## src/rtl/divider_pkg.sv

```systemverilog
// Shared definitions for the sequential restoring divider: FSM encoding and default width.
package divider_pkg;

  localparam int unsigned DefaultWidth = 4;

  typedef enum logic [1:0] {
    StIdle = 2'd0,
    StCalc = 2'd1,
    StDone = 2'd2
  } state_e;

endpackage

```

## src/rtl/div_addsub.sv

```systemverilog
// Combinational N-bit adder/subtractor: computes A + B, or A - B when i_sub is set.
module div_addsub #(
  parameter int unsigned N = 5
) (
  input  logic [N-1:0] i_a,
  input  logic [N-1:0] i_b,
  input  logic         i_sub,
  output logic [N-1:0] o_sum
);

  logic [N-1:0] w_b;

  assign w_b   = i_b ^ {N{i_sub}};
  assign o_sum = i_a + w_b + N'(i_sub);

endmodule

```

## src/rtl/restoring_divider_seq.sv

```systemverilog
// Sequential unsigned restoring divider, one quotient bit per clock.
// Results are registered on entry to DONE and held until the next completion.
module restoring_divider_seq
  import divider_pkg::*;
#(
  parameter int unsigned WIDTH = DefaultWidth
) (
  input  logic             clk,
  input  logic             rst,
  input  logic             start,
  input  logic [WIDTH-1:0] dividend,
  input  logic [WIDTH-1:0] divisor,
  output logic             busy,
  output logic             done,
  output logic [WIDTH-1:0] quotient,
  output logic [WIDTH-1:0] remainder,
  output logic             div_by_zero
);

  localparam int unsigned CntW = $clog2(WIDTH + 1);

  state_e            r_state;
  logic [CntW-1:0]   r_cnt;
  logic [WIDTH-1:0]  r_rem;
  logic [WIDTH-1:0]  r_quo;
  logic [WIDTH-1:0]  r_dvs;
  logic              r_busy;
  logic              r_done;
  logic              r_dbz;
  logic [WIDTH-1:0]  r_quotient;
  logic [WIDTH-1:0]  r_remainder;

  logic [WIDTH:0]    w_shift;
  logic [WIDTH:0]    w_trial;
  logic [WIDTH-1:0]  w_rem_next;
  logic [WIDTH-1:0]  w_quo_next;
  logic              w_last;

  // Partial remainder stays below the divisor, so its stored form needs only WIDTH bits.
  assign w_shift    = {r_rem, r_quo[WIDTH-1]};
  assign w_rem_next = w_trial[WIDTH] ? w_shift[WIDTH-1:0] : w_trial[WIDTH-1:0];
  assign w_quo_next = {r_quo[WIDTH-2:0], ~w_trial[WIDTH]};
  assign w_last     = (r_cnt == CntW'(WIDTH - 1));

  div_addsub #(
    .N(WIDTH + 1)
  ) u_addsub (
    .i_a  (w_shift),
    .i_b  ({1'b0, r_dvs}),
    .i_sub(1'b1),
    .o_sum(w_trial)
  );

  always_ff @(posedge clk or posedge rst) begin
    if (rst) begin
      r_state     <= StIdle;
      r_cnt       <= '0;
      r_rem       <= '0;
      r_quo       <= '0;
      r_dvs       <= '0;
      r_busy      <= 1'b0;
      r_done      <= 1'b0;
      r_dbz       <= 1'b0;
      r_quotient  <= '0;
      r_remainder <= '0;
    end else begin
      unique case (r_state)
        StIdle: begin
          if (start) begin
            if (divisor == '0) begin
              r_state     <= StDone;
              r_done      <= 1'b1;
              r_dbz       <= 1'b1;
              r_quotient  <= '1;
              r_remainder <= dividend;
            end else begin
              r_state <= StCalc;
              r_busy  <= 1'b1;
              r_quo   <= dividend;
              r_dvs   <= divisor;
              r_rem   <= '0;
              r_cnt   <= '0;
            end
          end
        end
        StCalc: begin
          r_rem <= w_rem_next;
          r_quo <= w_quo_next;
          r_cnt <= r_cnt + CntW'(1);
          if (w_last) begin
            r_state     <= StDone;
            r_busy      <= 1'b0;
            r_done      <= 1'b1;
            r_dbz       <= 1'b0;
            r_quotient  <= w_quo_next;
            r_remainder <= w_rem_next;
          end
        end
        StDone: begin
          r_state <= StIdle;
          r_done  <= 1'b0;
        end
        default: begin
          r_state <= StIdle;
          r_busy  <= 1'b0;
          r_done  <= 1'b0;
        end
      endcase
    end
  end

  assign busy        = r_busy;
  assign done        = r_done;
  assign quotient    = r_quotient;
  assign remainder   = r_remainder;
  assign div_by_zero = r_dbz;

endmodule

```

## config.mk

```make
export PLATFORM = sky130hd
export DESIGN_NAME = restoring_divider_seq
export DESIGN_NICKNAME = d
export VERILOG_FILES = /design/src/rtl/divider_pkg.sv /design/src/rtl/div_addsub.sv /design/src/rtl/restoring_divider_seq.sv
export SDC_FILE = /design/constraint.sdc
export NUM_CORES = 1
export LEC_CHECK = 0
export BUFFER_PORTS_ARGS = -buffer_cell sky130_fd_sc_hd__buf_2
export CORE_MARGIN = 1.5
export CORE_UTILIZATION = 56
export DETAILED_ROUTE_END_ITERATION = 7
export PLACE_DENSITY = 0.75
export SYNTH_ARGS = -nofsm -noshare
export SYNTH_HDL_FRONTEND = slang
export SYNTH_SLANG_ARGS = --single-unit
```

## constraint.sdc

```tcl
create_clock -name clk -period 2.3 [get_ports clk]
set_input_delay 0.345 -clock clk [delete_from_list [all_inputs] [get_ports clk]]
set_output_delay 0.345 -clock clk [all_outputs]
set_load 0.05 [all_outputs]
```

==> metrics, run 1 <==
layout cells sized above 1 0.271; vias in the first global route 1171; Setup CP Type flip-flop to flip-flop; Worst Slack Setup Final between 0.1 and 0.15 ns; WL per Instance 14.8 um; Via-to-Cell Ratio approximately 5.8; Place WS roughly 0.031 ns; Finished Cell Area approximately 1700 um2; CP Launch Point r_quo[3]; Clock Latency Late Sink around 0.34 ns; Layout area overhead 12.1%; worst-path fanout max 11; num ports 22; fin. max-slew vios 0; Hold-fix buffers, CTS 0; core area 2540 um2; placed cell areas about 1600 um2; CTS Sinks 28; commonest non-fill, non-tap cell in the layout dfrtp_1; Synth warnings 0; Peak Freq 460 MHz; Routed WL 3070 um; fin crit share 0.946; Crit path largest cell delay about 0.40 ns; #FFs+latches synth 28; initial antenna violation count 0; FP Rows 18; Hold Crit Class input pin to async pin; post-CTS setup buffer count 0; Buf/Inv on CP 1; global route overflow 0; worst endpoint required time between 2 and 3 ns; CTS tree yes; slew at the pin with the worst max-slew slack around 0.47 ns; Synth Instances 158; Die W roughly 56 um; total number of vias ~1200; Rel. slew slack 0.690; CP top delay family compound AO/OA/AOI/OAI gates; EDFF count, synth 0; H-tree depth 1; die height approximately 56 um; RSZ-0062 raised after global routing false; Net Count, Synth 176; Fill cells between 200 and 250; gr usage total 0.213; Hold Worst Slack around 0.031 ns; placed wire-length estimate 2190 um; root buffer cell clkbuf_4; ant diodes 0; Post-Syn Area ~1500 um2; TNS Setup 0 ns; largest net degree at the start of global routing 29; Starting Density 0.608; cells on worst reg2reg path 8; Final Hold Fails 0; Startpoint Class flip-flop; Worst R2R Start r_quo[3]; worst-path cell chain inv_1 -> ha_1 -> fa_2 -> nand2b_1 -> o2bb2ai_4 -> and3b_1 -> a2111oi_4 -> o22ai_1; slowest CP cell dfrtp_1; CP Capture Type flip-flop; I/O Buffers 21; most frequent cells in the layout 28 x dfrtp_1, 21 x nor2_1, 21 x buf_2, 19 x nand2_1, 10 x inv_1; full die area roughly 3100 um2; ys async rst share 1.00; Post-route DRC 0; Clock transition at path regs roughly 0.16 ns; status finished clean; # Max-Cap Violations 0; Synth Area per Inst 9.79 um2; GPL Wtd Cong around 0.84; commonest register cell after synthesis dfrtp_1; Num CTS Buffers 3; 1st-pass router iterations 4; clock skew around 0.004 ns; Final Critical Period ~2.2 ns; final antenna-violating net count 0; drt initial violations 24; post-synthesis sequential area ratio 0.453; setup violators final 0; first-pass GRT wire length 5270 um; fin nets between 150 and 200; CTS max path bufs 2; post-synth cell types 43; worst endpoint data arrival time 2.40 ns; Critical Path Stages 8
-- layer usage --
metal / global-route usage / vias up / share of wire
li1: - / 582 / -
met5: 0 / - / 0
met1: 0.274 / 575 / 0.45
met2: 0.367 / 34 / 0.49
met4: 0.0801 / 0 / 0.022
met3: 0.0258 / 7 / 0.040
-- final timing paths --
| kind | to | slack, ns |
|---|---|---|
| hold reg to reg | r_cnt[0] | 0.52 |
| hold / removal | r_cnt[2] | 0.03 |
| setup reg to reg | remainder[3] | 0.12 |
| min in group clk | remainder[0] | 0.27 |
| setup / recovery | remainder[3] | 0.12 |
| max in group asynchronous | r_dvs[2] | 2.01 |
-- cells in the mapped netlist, types with 3 or more instances --
master / count / area, um2
inv_1: 10 / 37.5
a21oi_1: 8 / 40.0
nor2_1: 21 / 78.8
o21ai_1: 3 / 15.0
ha_1: 6 / 75.1
nand2_1: 19 / 71.3
dfrtp_1: 28 / 701
a31oi_1: 8 / 50.1
mux2_2: 4 / 45.0
o21ai_0: 6 / 30.0
nand3_1: 4 / 20.0
buf_6: 3 / 33.8
-- sequential cells by signal, summed over array words and instances, names as in the netlist, 2 cells and up --
register	flops
r_state	2
r_rem	4
quotient	4
r_cnt	3
r_quo	4
remainder	4
r_dvs	4
-- metrics by stage --
stage / instances / util
6_report: 207 / 0.681
5_1_grt: 207 / 0.681
4_1_cts: 207 / 0.669
3_5_place_dp: 203 / 0.645
3_3_place_gp: 203 / 0.645
2_1_floorplan: 158 / -
-- what timing repair did --
action | CTS | global route
resized for setup | 1 | 4
pin swaps | 0 | 2
hold endpoints to repair | 0 | 0
setup endpoints to repair | 1 | 6
-- tightest hold or removal path, delay by kind of cell --
kind / cells / cell delay, ns
buffers and inverters: 3 / 0.45
-- final cells by class --
type | count | area [um2] | share of cell area
Multi-Input combinational cell | 113 | 793 | 0.457
Inverter | 10 | 37.5 | 0.0216
Sequential cell | 28 | 701 | 0.404
Clock buffer | 3 | 22.5 | 0.0130
Timing Repair Buffer | 22 | 113 | 0.0649
Clock inverter | 1 | 30.0 | 0.0173
Tap cell | 30 | 37.5 | 0.0216
-- cell families (layout without fill, tap and decap cells) --
group / after synthesis / count (layout) / synth area share
XOR/XNOR: 3 / 3 / 0.0170
adder cells (fa/ha/maj): 7 / 7 / 0.0615
AO/OA/AOI/OAI: 36 / 36 / 0.163
buffers and inverters: 17 / 36 / 0.0599
AND/OR/NAND/NOR: 62 / 62 / 0.210
multiplexers: 5 / 5 / 0.0356
flip-flops: 28 / 28 / 0.453
Power of run 1 is left out: the tool's default activity adds up to more than one toggle a clock period on the data nets, which glitch-free logic cannot reach.
==> run 2, diff against run 1 <==
--- a/config.mk
+++ b/config.mk
@@ -7,9 +7,9 @@
 export LEC_CHECK = 0
 export BUFFER_PORTS_ARGS = -buffer_cell sky130_fd_sc_hd__buf_2
 export CORE_MARGIN = 1.5
-export CORE_UTILIZATION = 56
+export CORE_UTILIZATION = 51
 export DETAILED_ROUTE_END_ITERATION = 7
-export PLACE_DENSITY = 0.75
+export PLACE_DENSITY = 0.69
 export SYNTH_ARGS = -nofsm -noshare
 export SYNTH_HDL_FRONTEND = slang
 export SYNTH_SLANG_ARGS = --single-unit
==> run 2 against run 1 <==
The flow now finishes with violations (DRC); cell count increased by 1.4%; maximum frequency decreased by 2.9%; design area increased by 0.22%; sequential share of layout area decreased by 0.087 points; wire length increased by 5.5%; critical path depth unchanged; die area increased by 9.3%; critical path type unchanged; critical endpoint is now remainder[1]; largest cell class unchanged.
==> metrics, run 2 (synthesis results as in run 1) <==
Routed WL 3240 um (was 3070 um); H-tree depth 1 (unchanged); Final Critical Period 2.24 ns (was 2.18 ns); worst endpoint data arrival time 2.46 ns (was 2.40 ns); worst-path fanout max 9 (was 11); 1st-pass router iterations 7 (was 4); CTS Sinks 28 (unchanged); placed wire-length estimate 2230 um (was 2190 um); gr usage total 0.198 (was 0.213); layout cells sized above 1 0.274 (was 0.271); GPL Wtd Cong 0.856 (was 0.845); CP Capture Type flip-flop (unchanged); FP Rows 19 (was 18); setup violators final 0 (unchanged); Rel. slew slack 0.691 (was 0.690); initial antenna violation count 0 (unchanged); Place WS -0.00216 ns (was 0.0313 ns); worst endpoint required time 2.51 ns (was 2.53 ns); failing checks DRC; Placed Cells 204 (was 203); fin crit share 0.974 (was 0.946); Crit path largest cell delay 0.44 ns (was 0.40 ns); ant diodes 0 (unchanged); Via-to-Cell Ratio 5.88 (was 5.79); global route overflow 0 (unchanged); Fill cells 244 (was 203); flop2flop setup slack 0.06 ns (was 0.12 ns); Peak Freq 446 MHz (was 460 MHz); Post-route DRC 2 (was 0); I/O Buffers 21 (unchanged); first-pass GRT wire length 5110 um (was 5270 um); Final Non-Filler Cells 210 (was 207); worst-path cell chain inv_1 -> ha_1 -> fa_1 -> nand2b_4 -> o2bb2ai_4 -> and4b_1 -> a311oi_2 -> a31oi_1 (was inv_1 -> ha_1 -> fa_2 -> nand2b_1 -> o2bb2ai_4 -> and3b_1 -> a2111oi_4 -> o22ai_1); Clock transition at path regs 0.15 ns (was 0.16 ns); slowest CP cell fa_1 (was dfrtp_1); largest net degree at the start of global routing 29 (unchanged); most frequent cells in the layout 28 x dfrtp_1, 21 x nor2_1, 21 x buf_2, 19 x nand2_1, 10 x inv_1 (unchanged); core area 2810 um2 (was 2540 um2); fin. max-slew vios 0 (unchanged); fin nets 198 (was 196); clock skew 0.00310 ns (was 0.00398 ns); Hold Crit Class input pin to async pin (unchanged); slew at the pin with the worst max-slew slack 0.464 ns (was 0.465 ns); commonest non-fill, non-tap cell in the layout dfrtp_1 (unchanged); Clock Latency Late Sink 0.34 ns (about the same); Final Hold Fails 0 (unchanged); Die W 58.1 um (was 55.6 um); Worst R2R Start r_quo[3] (unchanged); vias in the first global route 1148 (was 1171); Layout area overhead 12.4% (was 12.1%); final antenna-violating net count 0 (unchanged); drt initial violations 41 (was 24); Starting Density 0.551 (was 0.608); Setup CP Type flip-flop to flip-flop (unchanged); # Max-Cap Violations 0 (unchanged); CTS max path bufs 2 (unchanged); Startpoint Class flip-flop (unchanged); Worst Slack Setup Final 0.0589 ns (was 0.124 ns); WL per Instance 15.4 um (was 14.8 um); CTS tree yes (unchanged); Num CTS Buffers 3 (unchanged); cells on worst reg2reg path 8 (unchanged); TNS Setup 0 ns (unchanged); RR Endpoint remainder[1] (was remainder[3]); Hold Worst Slack 0.0430 ns (was 0.0306 ns); full die area 3370 um2 (was 3090 um2); Hold-fix buffers, CTS 0 (unchanged); status finished, violations left (was finished clean); root buffer cell clkbuf_4 (unchanged); num ports 22 (unchanged); die height 58.1 um (was 55.6 um); total number of vias 1235 (was 1198)
-- run 2: cell type report --
cell class / count / area [um2] / area share
flip-flops and latches: 28 / 701 / 0.403
repair buffers: 24 / 128 / 0.0734
clock buffers: 3 / 22.5 / 0.0130
well taps: 31 / 38.8 / 0.0223
multi-input cells: 113 / 781 / 0.449
inverters: 10 / 37.5 / 0.0216
clock inverters: 1 / 30.0 / 0.0173
-- run 2: worst max path at each step --
stage             start            to  slack (ns)
2_1_floorplan  r_quo[3]  remainder[3]        0.22
3_3_place_gp   r_quo[3]  remainder[3]        0.11
5_1_grt        r_quo[3]  remainder[1]       -0.04
4_1_cts        r_quo[3]  remainder[3]        0.02
6_report       r_quo[3]  remainder[1]        0.06
3_5_place_dp   r_quo[3]  remainder[3]      -0.002
-- run 2: timing repair --
item	CTS	global route
setup buffers	1	1
gates resized for setup	2	1
pin swaps	0	1
endpoints found under the setup margin	1	4
-- run 2: metrics by stage --
step	cell area, um2	utilization
after floorplan	1550	-
after CTS	1720	0.614
final	1740	0.620
after global routing	1740	0.620
after detailed placement	1640	0.586
after global placement	1640	0.586
-- run 2: critical path, delay by kind of cell, from the launching register on --
kind            cells  cell delay (ns)
fa+ha+maj           2             0.66
compound gates      3             0.59
simple gates        2             0.41
buf+inv             1             0.08
flops               1             0.39
-- run 2: metal layers --
layer,vias up,global-route usage,routed length [um]
met2,44,0.352,1590
met5,-,0,0
met1,582,0.245,1390
met3,16,0.0268,166
li1,593,-,-
met4,0,0.0731,97
Power of run 2 is left out for the same reason.
==> run 3, diff against run 2 <==
--- a/config.mk
+++ b/config.mk
@@ -10,6 +10,8 @@
 export CORE_UTILIZATION = 51
 export DETAILED_ROUTE_END_ITERATION = 7
 export PLACE_DENSITY = 0.69
+export RECOVER_POWER = 100
+export SETUP_SLACK_MARGIN = 0.1
 export SYNTH_ARGS = -nofsm -noshare
 export SYNTH_HDL_FRONTEND = slang
 export SYNTH_SLANG_ARGS = --single-unit
==> run 3 against run 2 <==
The run still ends with DRC left; design area shrank 1.4%; worst hold slack gained 0.23 ns; clock skew grew 0.0016 ns; critical path depth is the same; first-iteration DRC count shrank 12%; setup slack gained 0.12 ns.
==> metrics, run 3 (synthesis results as in run 1) <==
Via-to-Cell Ratio 5.80 (was 5.88); I/O Buffers 21 (unchanged); Clock Latency Late Sink 0.33 ns (was 0.34 ns); worst endpoint data arrival time 2.34 ns (was 2.46 ns); RSZ-0062 raised after global routing false; Routed WL 3200 um (was 3240 um); most frequent cells in the layout 28 x dfrtp_1, 21 x nor2_1, 19 x nand2_1, 13 x clkbuf_1 (was 28 x dfrtp_1, 21 x nor2_1, 21 x buf_2, 19 x nand2_1, 10 x inv_1); # Max-Cap Violations 0 (unchanged); met2 usage 0.352 (unchanged); first-pass GRT wire length 5080 um (was 5110 um); die height 58.1 um (unchanged); Num CTS Buffers 3 (unchanged); GR peak layer met2 (unchanged); slew at the pin with the worst max-slew slack 1.45 ns (was 0.464 ns); Worst Slack Setup Final 0.178 ns (was 0.0589 ns); H-tree depth 1 (unchanged); Peak Freq 471 MHz (was 446 MHz); Setup CP Type flip-flop to flip-flop (unchanged); ant diodes 0 (unchanged); worst endpoint required time 2.52 ns (was 2.51 ns); Rel. slew slack 0.0362 (was 0.691); CTS Sinks 28 (unchanged); layout cells sized above 1 0.194 (was 0.274); Finished Cell Area 1710 um2 (was 1740 um2); Layout area overhead 10.8% (was 12.4%); initial antenna violation count 0 (unchanged); met1 usage 0.242 (was 0.245); final antenna-violating net count 0 (unchanged); CTS max path bufs 2 (unchanged); global route overflow 0 (unchanged); Final Hold Fails 0 (unchanged); cells on worst reg2reg path 8 (unchanged); placed wire-length estimate 2230 um (unchanged); total number of vias 1224 (was 1235); Hold Crit Depth 3; Post-route DRC 2 (unchanged); full die area 3370 um2 (unchanged); fin crit share 0.922 (was 0.974); core area 2810 um2 (unchanged); CTS tree yes (unchanged); Final Critical Period 2.12 ns (was 2.24 ns); fin nets 199 (was 198); Die W 58.1 um (unchanged); status finished, violations left (unchanged); placed cell areas 1640 um2 (unchanged); Place WS -0.00216 ns (unchanged); Global Route met3 Usage 0.0246 (was 0.0268); GPL Wtd Cong 0.856 (unchanged); clock skew 0.00473 ns (was 0.00310 ns); Hold Worst Slack 0.274 ns (was 0.0430 ns); vias in the first global route 1149 (was 1148); Hold Crit Class input pin to flip-flop (was input pin to async pin); drt initial violations 36 (was 41); CP Capture Type flip-flop (unchanged); Startpoint Class flip-flop (unchanged); largest net degree at the start of global routing 29 (unchanged); 1st-pass router iterations 6 (was 7); worst-path fanout max 8 (was 9); failing checks DRC (unchanged); setup violators final 0 (unchanged); FP Rows 19 (unchanged); Clock transition at path regs 0.16 ns (was 0.15 ns); fin. max-slew vios 0 (unchanged); post-layout util 0.611 (was 0.620); Starting Density 0.551 (unchanged); WL per Instance 15.2 um (was 15.4 um); num ports 22 (unchanged); commonest non-fill, non-tap cell in the layout dfrtp_1 (unchanged); root buffer cell clkbuf_4 (unchanged); Fill cells 259 (was 244); gr usage total 0.196 (was 0.198)
## run 3: worst max-delay path, stage by stage (launching register included)
cell       delay, ns
dfrtp_1         0.38
inv_1           0.07
ha_1            0.22
fa_2            0.37
nand2b_4        0.16
o2bb2ai_4       0.16
xnor2_2         0.20
a2111oi_4       0.32
o22ai_1         0.10
## run 3: final cells by class
type,count,area (um2),share of cell area
multi-input cells,113,769,0.449
flip-flops and latches,28,701,0.409
repair buffers,25,114,0.0665
well taps,31,38.8,0.0226
inverters,10,37.5,0.0219
clock inverters,1,30.0,0.0175
clock buffers,3,22.5,0.0131
## run 3: final timing paths
kind	end	startpoint	slack [ns]
max in group asynchronous	r_quo[2]	rst	0.99
min reg2reg	busy	busy	0.51
max	remainder[3]	r_quo[3]	0.18
max reg2reg	remainder[3]	r_quo[3]	0.18
min	r_quo[0]	dividend[0]	0.27
min in group asynchronous	r_state[0]	rst	0.48
## run 3: per-layer routing
layer  share of wire  up-vias
met4           0.015        0
met1            0.43      586
met5               0        -
met2            0.50       36
li1                -      593
met3           0.048        9
## run 3: metrics by stage
stage / TNS, ns / cells
after global placement: 0 / 204
after global routing: 0 / 211
after floorplan: 0 / 158
final: 0 / 211
after detailed placement: -0.00216 / 204
after CTS: 0 / 210
## run 3: what timing repair did
action                                  in CTS  in global routing
endpoints found under the setup margin       5                  5
cloned                                       0                  0
buffers inserted                             2                  1
hold buffers                                 0                  0
pin swaps                                    0                  4
resized for setup                            3                  4
Power of run 3 is left out for the same reason.
